[config.mk]
export PLATFORM = sky130hd
export DESIGN_NAME = uart_apb_master
export DESIGN_NICKNAME = d
export VERILOG_FILES = /design/src/rtl/uart_apb_master.sv
export SDC_FILE = /design/constraint.sdc
export NUM_CORES = 1
export LEC_CHECK = 0
export CAP_MARGIN = 20
export CORE_MARGIN = 5
export CORE_UTILIZATION = 43
export CTS_CLUSTER_SIZE = 25
export DETAILED_ROUTE_END_ITERATION = 12
export PLACE_DENSITY = 0.93
export SLEW_MARGIN = 20
export SYNTH_ARGS = -nofsm -noshare
export SYNTH_HDL_FRONTEND = slang
export SYNTH_SLANG_ARGS = --single-unit
[constraint.sdc]
create_clock -name i_apb_pclk -period 2.9 [get_ports i_apb_pclk]
set_input_delay 0.435 -clock i_apb_pclk [delete_from_list [all_inputs] [get_ports i_apb_pclk]]
set_output_delay 0.435 -clock i_apb_pclk [all_outputs]
set_load 0.005 [all_outputs]
[src/rtl/uart_apb_master.sv]
// uart_apb_master
//   Single-outstanding APB3 initiator. A host command (valid/ready) becomes
//   one APB3 SETUP/ACCESS transfer. The result comes back over a valid/ready
//   response channel as read data plus error flags.
//
// Ports
//   i_apb_pclk, i_apb_presetn      : clock, async active-low reset
//   i_cmd_*, o_cmd_ready           : command request (write, byte addr, wdata)
//   o_rsp_*, i_rsp_ready           : response (rdata, err, timeout)
//   o_apb_* / i_apb_*              : APB3 initiator port
//
// Optional feature
//   UART_APB_MASTER_TIMEOUT_EN : aborts ACCESS after TIMEOUT_CYCLES cycles
//   without pready. If this macro is undefined, ACCESS waits forever and
//   o_rsp_timeout is tied to 0.
//
// States
//   ST_IDLE   | ready for a command; APB address/data hold last values
//   ST_SETUP  | psel=1, penable=0 for one cycle
//   ST_ACCESS | psel=1, penable=1 until pready (or timeout)
//   ST_RESP   | o_rsp_valid=1 until the host takes the response
module uart_apb_master #(
    parameter int unsigned APB_ADDR_WIDTH = 32,
    parameter int unsigned APB_DATA_WIDTH = 32,
    parameter int unsigned TIMEOUT_CYCLES = 255
) (
    input  logic                      i_apb_pclk,
    input  logic                      i_apb_presetn,
    input  logic                      i_cmd_valid,
    output logic                      o_cmd_ready,
    input  logic                      i_cmd_write,
    input  logic [APB_ADDR_WIDTH-1:0] i_cmd_addr,
    input  logic [APB_DATA_WIDTH-1:0] i_cmd_wdata,
    output logic                      o_rsp_valid,
    input  logic                      i_rsp_ready,
    output logic [APB_DATA_WIDTH-1:0] o_rsp_rdata,
    output logic                      o_rsp_err,
    output logic                      o_rsp_timeout,
    output logic [APB_ADDR_WIDTH-1:0] o_apb_paddr,
    output logic [APB_DATA_WIDTH-1:0] o_apb_pwdata,
    output logic                      o_apb_pwrite,
    output logic                      o_apb_psel,
    output logic                      o_apb_penable,
    input  logic                      i_apb_pready,
    input  logic [APB_DATA_WIDTH-1:0] i_apb_prdata,
    input  logic                      i_apb_pslverr
);

    if (TIMEOUT_CYCLES < 1) begin : g_bad_timeout
        $error("uart_apb_master: TIMEOUT_CYCLES must be at least 1");
    end

    // Low address bits that must be zero for a full-word access.
    localparam logic [APB_ADDR_WIDTH-1:0] ALIGN_MASK = APB_ADDR_WIDTH'((APB_DATA_WIDTH / 8) - 1);

    typedef enum logic [1:0] {
        ST_IDLE   = 2'd0,
        ST_SETUP  = 2'd1,
        ST_ACCESS = 2'd2,
        ST_RESP   = 2'd3
    } state_e;

    state_e                    state_q, state_d;
    logic [APB_ADDR_WIDTH-1:0] paddr_q, paddr_d;
    logic [APB_DATA_WIDTH-1:0] pwdata_q, pwdata_d;
    logic                      pwrite_q, pwrite_d;
    logic                      psel_q, psel_d;
    logic                      penable_q, penable_d;
    logic                      rsp_valid_q, rsp_valid_d;
    logic [APB_DATA_WIDTH-1:0] rsp_rdata_q, rsp_rdata_d;
    logic                      rsp_err_q, rsp_err_d;
    logic                      misaligned;

`ifdef UART_APB_MASTER_TIMEOUT_EN
    localparam int unsigned CNT_W = $clog2(TIMEOUT_CYCLES + 1);
    logic [CNT_W-1:0] cnt_q, cnt_d;
    logic             rsp_timeout_q, rsp_timeout_d;
`endif

    assign misaligned = |(i_cmd_addr & ALIGN_MASK);

    always_comb begin
        state_d     = state_q;
        paddr_d     = paddr_q;
        pwdata_d    = pwdata_q;
        pwrite_d    = pwrite_q;
        rsp_rdata_d = rsp_rdata_q;
        rsp_err_d   = rsp_err_q;
`ifdef UART_APB_MASTER_TIMEOUT_EN
        cnt_d         = cnt_q;
        rsp_timeout_d = rsp_timeout_q;
`endif
        case (state_q)
            ST_IDLE: begin
                if (i_cmd_valid) begin
                    if (misaligned) begin
                        // Rejected locally; the APB port never sees it.
                        state_d     = ST_RESP;
                        rsp_rdata_d = '0;
                        rsp_err_d   = 1'b1;
`ifdef UART_APB_MASTER_TIMEOUT_EN
                        rsp_timeout_d = 1'b0;
`endif
                    end else begin
                        state_d  = ST_SETUP;
                        paddr_d  = i_cmd_addr;
                        pwdata_d = i_cmd_wdata;
                        pwrite_d = i_cmd_write;
                    end
                end
            end
            ST_SETUP: begin
                state_d = ST_ACCESS;
`ifdef UART_APB_MASTER_TIMEOUT_EN
                cnt_d = '0;
`endif
            end
            ST_ACCESS: begin
                // A pready that arrives on the final allowed cycle still wins.
                if (i_apb_pready) begin
                    state_d     = ST_RESP;
                    rsp_rdata_d = (pwrite_q || i_apb_pslverr) ? '0 : i_apb_prdata;
                    rsp_err_d   = i_apb_pslverr;
`ifdef UART_APB_MASTER_TIMEOUT_EN
                    rsp_timeout_d = 1'b0;
                end else if (cnt_q == CNT_W'(TIMEOUT_CYCLES - 1)) begin
                    state_d       = ST_RESP;
                    rsp_rdata_d   = '0;
                    rsp_err_d     = 1'b1;
                    rsp_timeout_d = 1'b1;
                end else begin
                    cnt_d = cnt_q + 1'b1;
`endif
                end
            end
            ST_RESP: begin
                if (i_rsp_ready) begin
                    state_d = ST_IDLE;
                end
            end
            default: state_d = ST_IDLE;
        endcase

        // Decoding the next state keeps every bus/response strobe a flop output.
        psel_d      = (state_d == ST_SETUP) || (state_d == ST_ACCESS);
        penable_d   = (state_d == ST_ACCESS);
        rsp_valid_d = (state_d == ST_RESP);
    end

    always_ff @(posedge i_apb_pclk or negedge i_apb_presetn) begin
        if (!i_apb_presetn) begin
            state_q     <= ST_IDLE;
            paddr_q     <= '0;
            pwdata_q    <= '0;
            pwrite_q    <= 1'b0;
            psel_q      <= 1'b0;
            penable_q   <= 1'b0;
            rsp_valid_q <= 1'b0;
            rsp_rdata_q <= '0;
            rsp_err_q   <= 1'b0;
        end else begin
            state_q     <= state_d;
            paddr_q     <= paddr_d;
            pwdata_q    <= pwdata_d;
            pwrite_q    <= pwrite_d;
            psel_q      <= psel_d;
            penable_q   <= penable_d;
            rsp_valid_q <= rsp_valid_d;
            rsp_rdata_q <= rsp_rdata_d;
            rsp_err_q   <= rsp_err_d;
        end
    end

`ifdef UART_APB_MASTER_TIMEOUT_EN
    always_ff @(posedge i_apb_pclk or negedge i_apb_presetn) begin
        if (!i_apb_presetn) begin
            cnt_q         <= '0;
            rsp_timeout_q <= 1'b0;
        end else begin
            cnt_q         <= cnt_d;
            rsp_timeout_q <= rsp_timeout_d;
        end
    end

    assign o_rsp_timeout = rsp_timeout_q;
`else
    assign o_rsp_timeout = 1'b0;
`endif

    assign o_cmd_ready   = (state_q == ST_IDLE);
    assign o_rsp_valid   = rsp_valid_q;
    assign o_rsp_rdata   = rsp_rdata_q;
    assign o_rsp_err     = rsp_err_q;
    assign o_apb_paddr   = paddr_q;
    assign o_apb_pwdata  = pwdata_q;
    assign o_apb_pwrite  = pwrite_q;
    assign o_apb_psel    = psel_q;
    assign o_apb_penable = penable_q;

endmodule

==> results.cfg <==
[route]
drtIter0Drc = 88
vias = 2899
drc = 0
ant_nets = 0
route.detailed.wl_per_inst_um = 18.45
dr.pass1.iters = 4
finalWirelength_um = 10680
via_per_inst = 5.007

[setup_path]
cp_data_required_time_ps = 2470
cp-end-kind = primary output
crit_buf_inv = 1
cpMaxStageDelayCell = clkdlybuf4s50_1
setup.worst_path.class = register to primary output
path_cells = nor2_4 -> clkdlybuf4s50_1
slowest_delay_ps = 540
cp-start-kind = register
arrival_ps = 1570
cp_top_family = buffers and inverters
critPathMaxFanout = 7

[timing]
skew_ps = 11.67
finalSetupViolCount = 0
max_clock_freq_mhz = 499.6
hold_ws_ps = 51.19
period_minus_slack_ps = 2002
slew-limit-headroom_pct = 65.06
period_share_pct = 69.02
worst_slew_pin_slew_ps = 524.2
grt_setup_unrepaired = no
fin_ws_ps = 898.5
tns_ps = 0
slew_violations = 0
hold_violations = 0

[clock_network]
ctsHoldBuffers = 0
cts_buffer_depth = 2
numCtsBuffers = 9
clk_pin_slew_worst_paths_ps = 100
clock_latency_ps = 350
post-cts-setup-buffers = 0
cts_resized = 0
h-tree-depth = 3
root_buffer = clkbuf_8
tritoncts = yes
cts_sinks = 103

[floorplanning]
die_w_um = 108.0
fp.dieH_um = 108.0
boundaryPins = 206
die_area_sq_um = 11670
start_util_pct = 44.50
rows = 35
coreArea_sq_um = 9284

[finish]
fin_nets = 550
diodes = 0
final_design_area_no_fill_sq_um = 6470
final_util_pct = 69.69
final_cell_count_no_fill = 579
drive_above_1_share_pct = 19.78
area.growth.synth_to_final_pct = 56.60
fillerInstances = 655

[logic_synthesis]
synthFlopType = dfrtp_1
synth-adder-area-share_pct = 0.3028
synth_top_family_by_area = multiplexers
synth.most_common_cell = dfrtp_1
async_flop_share_pct = 100.0
yosys.area_share.simple_pct = 2.483
syn_nets = 347
synthTopCellsByCount = dfrtp_1 (103), mux2_4 (48), a32o_1 (32)
synth_area_sq_um = 4131
synthCells = 243
syn_avg_cell_area_sq_um = 17.00
synth_xor_area_share_pct = 0
synth_compound_area_share_pct = 8.964
ys_ff_latch = 103
synth_edf_count = 0
yosys_warnings = 0
yosysTopAreaCellShare_pct = 62.39
muxShareOfSynthArea_pct = 21.53
synth.largest_area_cell = dfrtp_1
synth_seq_area_share_pct = 62.39
synth_cell_types = 28
yosys-top-cells-area = dfrtp_1 (62%), mux2_4 (17%), a32o_1 (7.8%)

[power]
power_density_nw_per_um2 = 973.4
irDropWorstVdd_mv = 0.4728
power_mw = 6.298
p_leak_nw = 2.933

[grt]
grt-busiest-layer = met2
grt_max_degree = 63
grt_pass1_wl_um = 16710
use_met1_pct = 21.26
grt.total_usage_pct = 18.29
antenna_found_initial = 0
grt_pass1_vias = 3189
grt_use_met3_pct = 6.806
gr-usage-met2_pct = 31.48
overflow = 0

[place]
post-place-ws_ps = 799.8
dp_hpwl_um = 8133
dpl_cell_area_sq_um = 6251
placed_cells = 564
port_buffers = 204
routabilityCongestion = 0.7479

[run]
cap_violations = 0

[hold_path]
hold_class = input port to async pin

[outcome]
run_status = finished, final reports clean
-- state kept, by name (all words and copies together) (netlist names) --
name           cells
o_apb_paddr       32
o_apb_pwdata      32
o_rsp_rdata       32
state_q            2
o_apb_penable      1
o_apb_psel         1
o_apb_pwrite       1
o_rsp_err          1
o_rsp_valid        1
-- layer usage --
metal	vias to the layer above	wire length [um]	share of wire, %
li1	1301	-	-
met3	17	1012	9.5
met1	1435	4051	38
met2	146	5391	50
met5	-	0	0
met4	0	225	2.1
-- final cells by class --
class / instances / area, sq um / area share (%)
Tap cell: 129 / 161.4 / 2.495
Inverter: 3 / 11.26 / 0.1740
Timing Repair Buffer: 210 / 2110 / 32.60
Sequential cell: 103 / 2577 / 39.84
Clock buffer: 10 / 137.6 / 2.127
Multi-Input combinational cell: 119 / 1391 / 21.50
Clock inverter: 5 / 81.33 / 1.257
-- placed cells by master (no fill, tap or decap), types with 2 or more instances in the layout --
master	count
clkbuf_8	10
a21oi_1	3
inv_1	2
dfrtp_1	103
nand2_1	2
buf_4	5
clkdlybuf4s50_1	203
bufinv_16	2
nor2b_1	2
buf_12	2
mux2_2	15
and2_1	3
mux2_4	48
a32o_1	32
-- worst reg2reg max path, cell delays in order, from the launching register on --
cell and delay, ps:
dfrtp_1 470, nor2_4 220, nand3_4 210, buf_12 270
mux2_4 350
-- logic make-up (layout without fill, tap and decap cells) --
logic type / count (synthesis) / in the layout
buf+inv: 21 / 228
flops: 103 / 103
fa+ha+maj: 1 / 1
other cells: 1 / 1
compound gates: 40 / 40
simple gates: 14 / 14
mux: 63 / 63
-- where the power goes --
group,switching (mW),internal (mW),leakage (nW)
combinational,0.801,1.97,1.50
sequential,0.426,2.12,1.33
clock,0.471,0.507,0.109
-- final timing paths --
path	from	endpoint	slack [ps]	cells after the start
max	state_q[1]$_DFF_PN0_	o_cmd_ready	900	2
min	i_apb_presetn	o_apb_pwdata[4]$_DFFE_PN0P_	50	1
max reg2reg	state_q[1]$_DFF_PN0_	o_apb_pwdata[19]$_DFFE_PN0P_	1280	4
min reg2reg	o_apb_paddr[0]$_DFFE_PN0P_	o_apb_paddr[0]$_DFFE_PN0P_	510	1
max in group asynchronous	i_apb_presetn	o_apb_paddr[7]$_DFFE_PN0P_	2120	2
min in group i_apb_pclk	o_apb_paddr[0]$_DFFE_PN0P_	o_apb_paddr[0]$_DFFE_PN0P_	510	1
(Power assumes the default switching activity.)
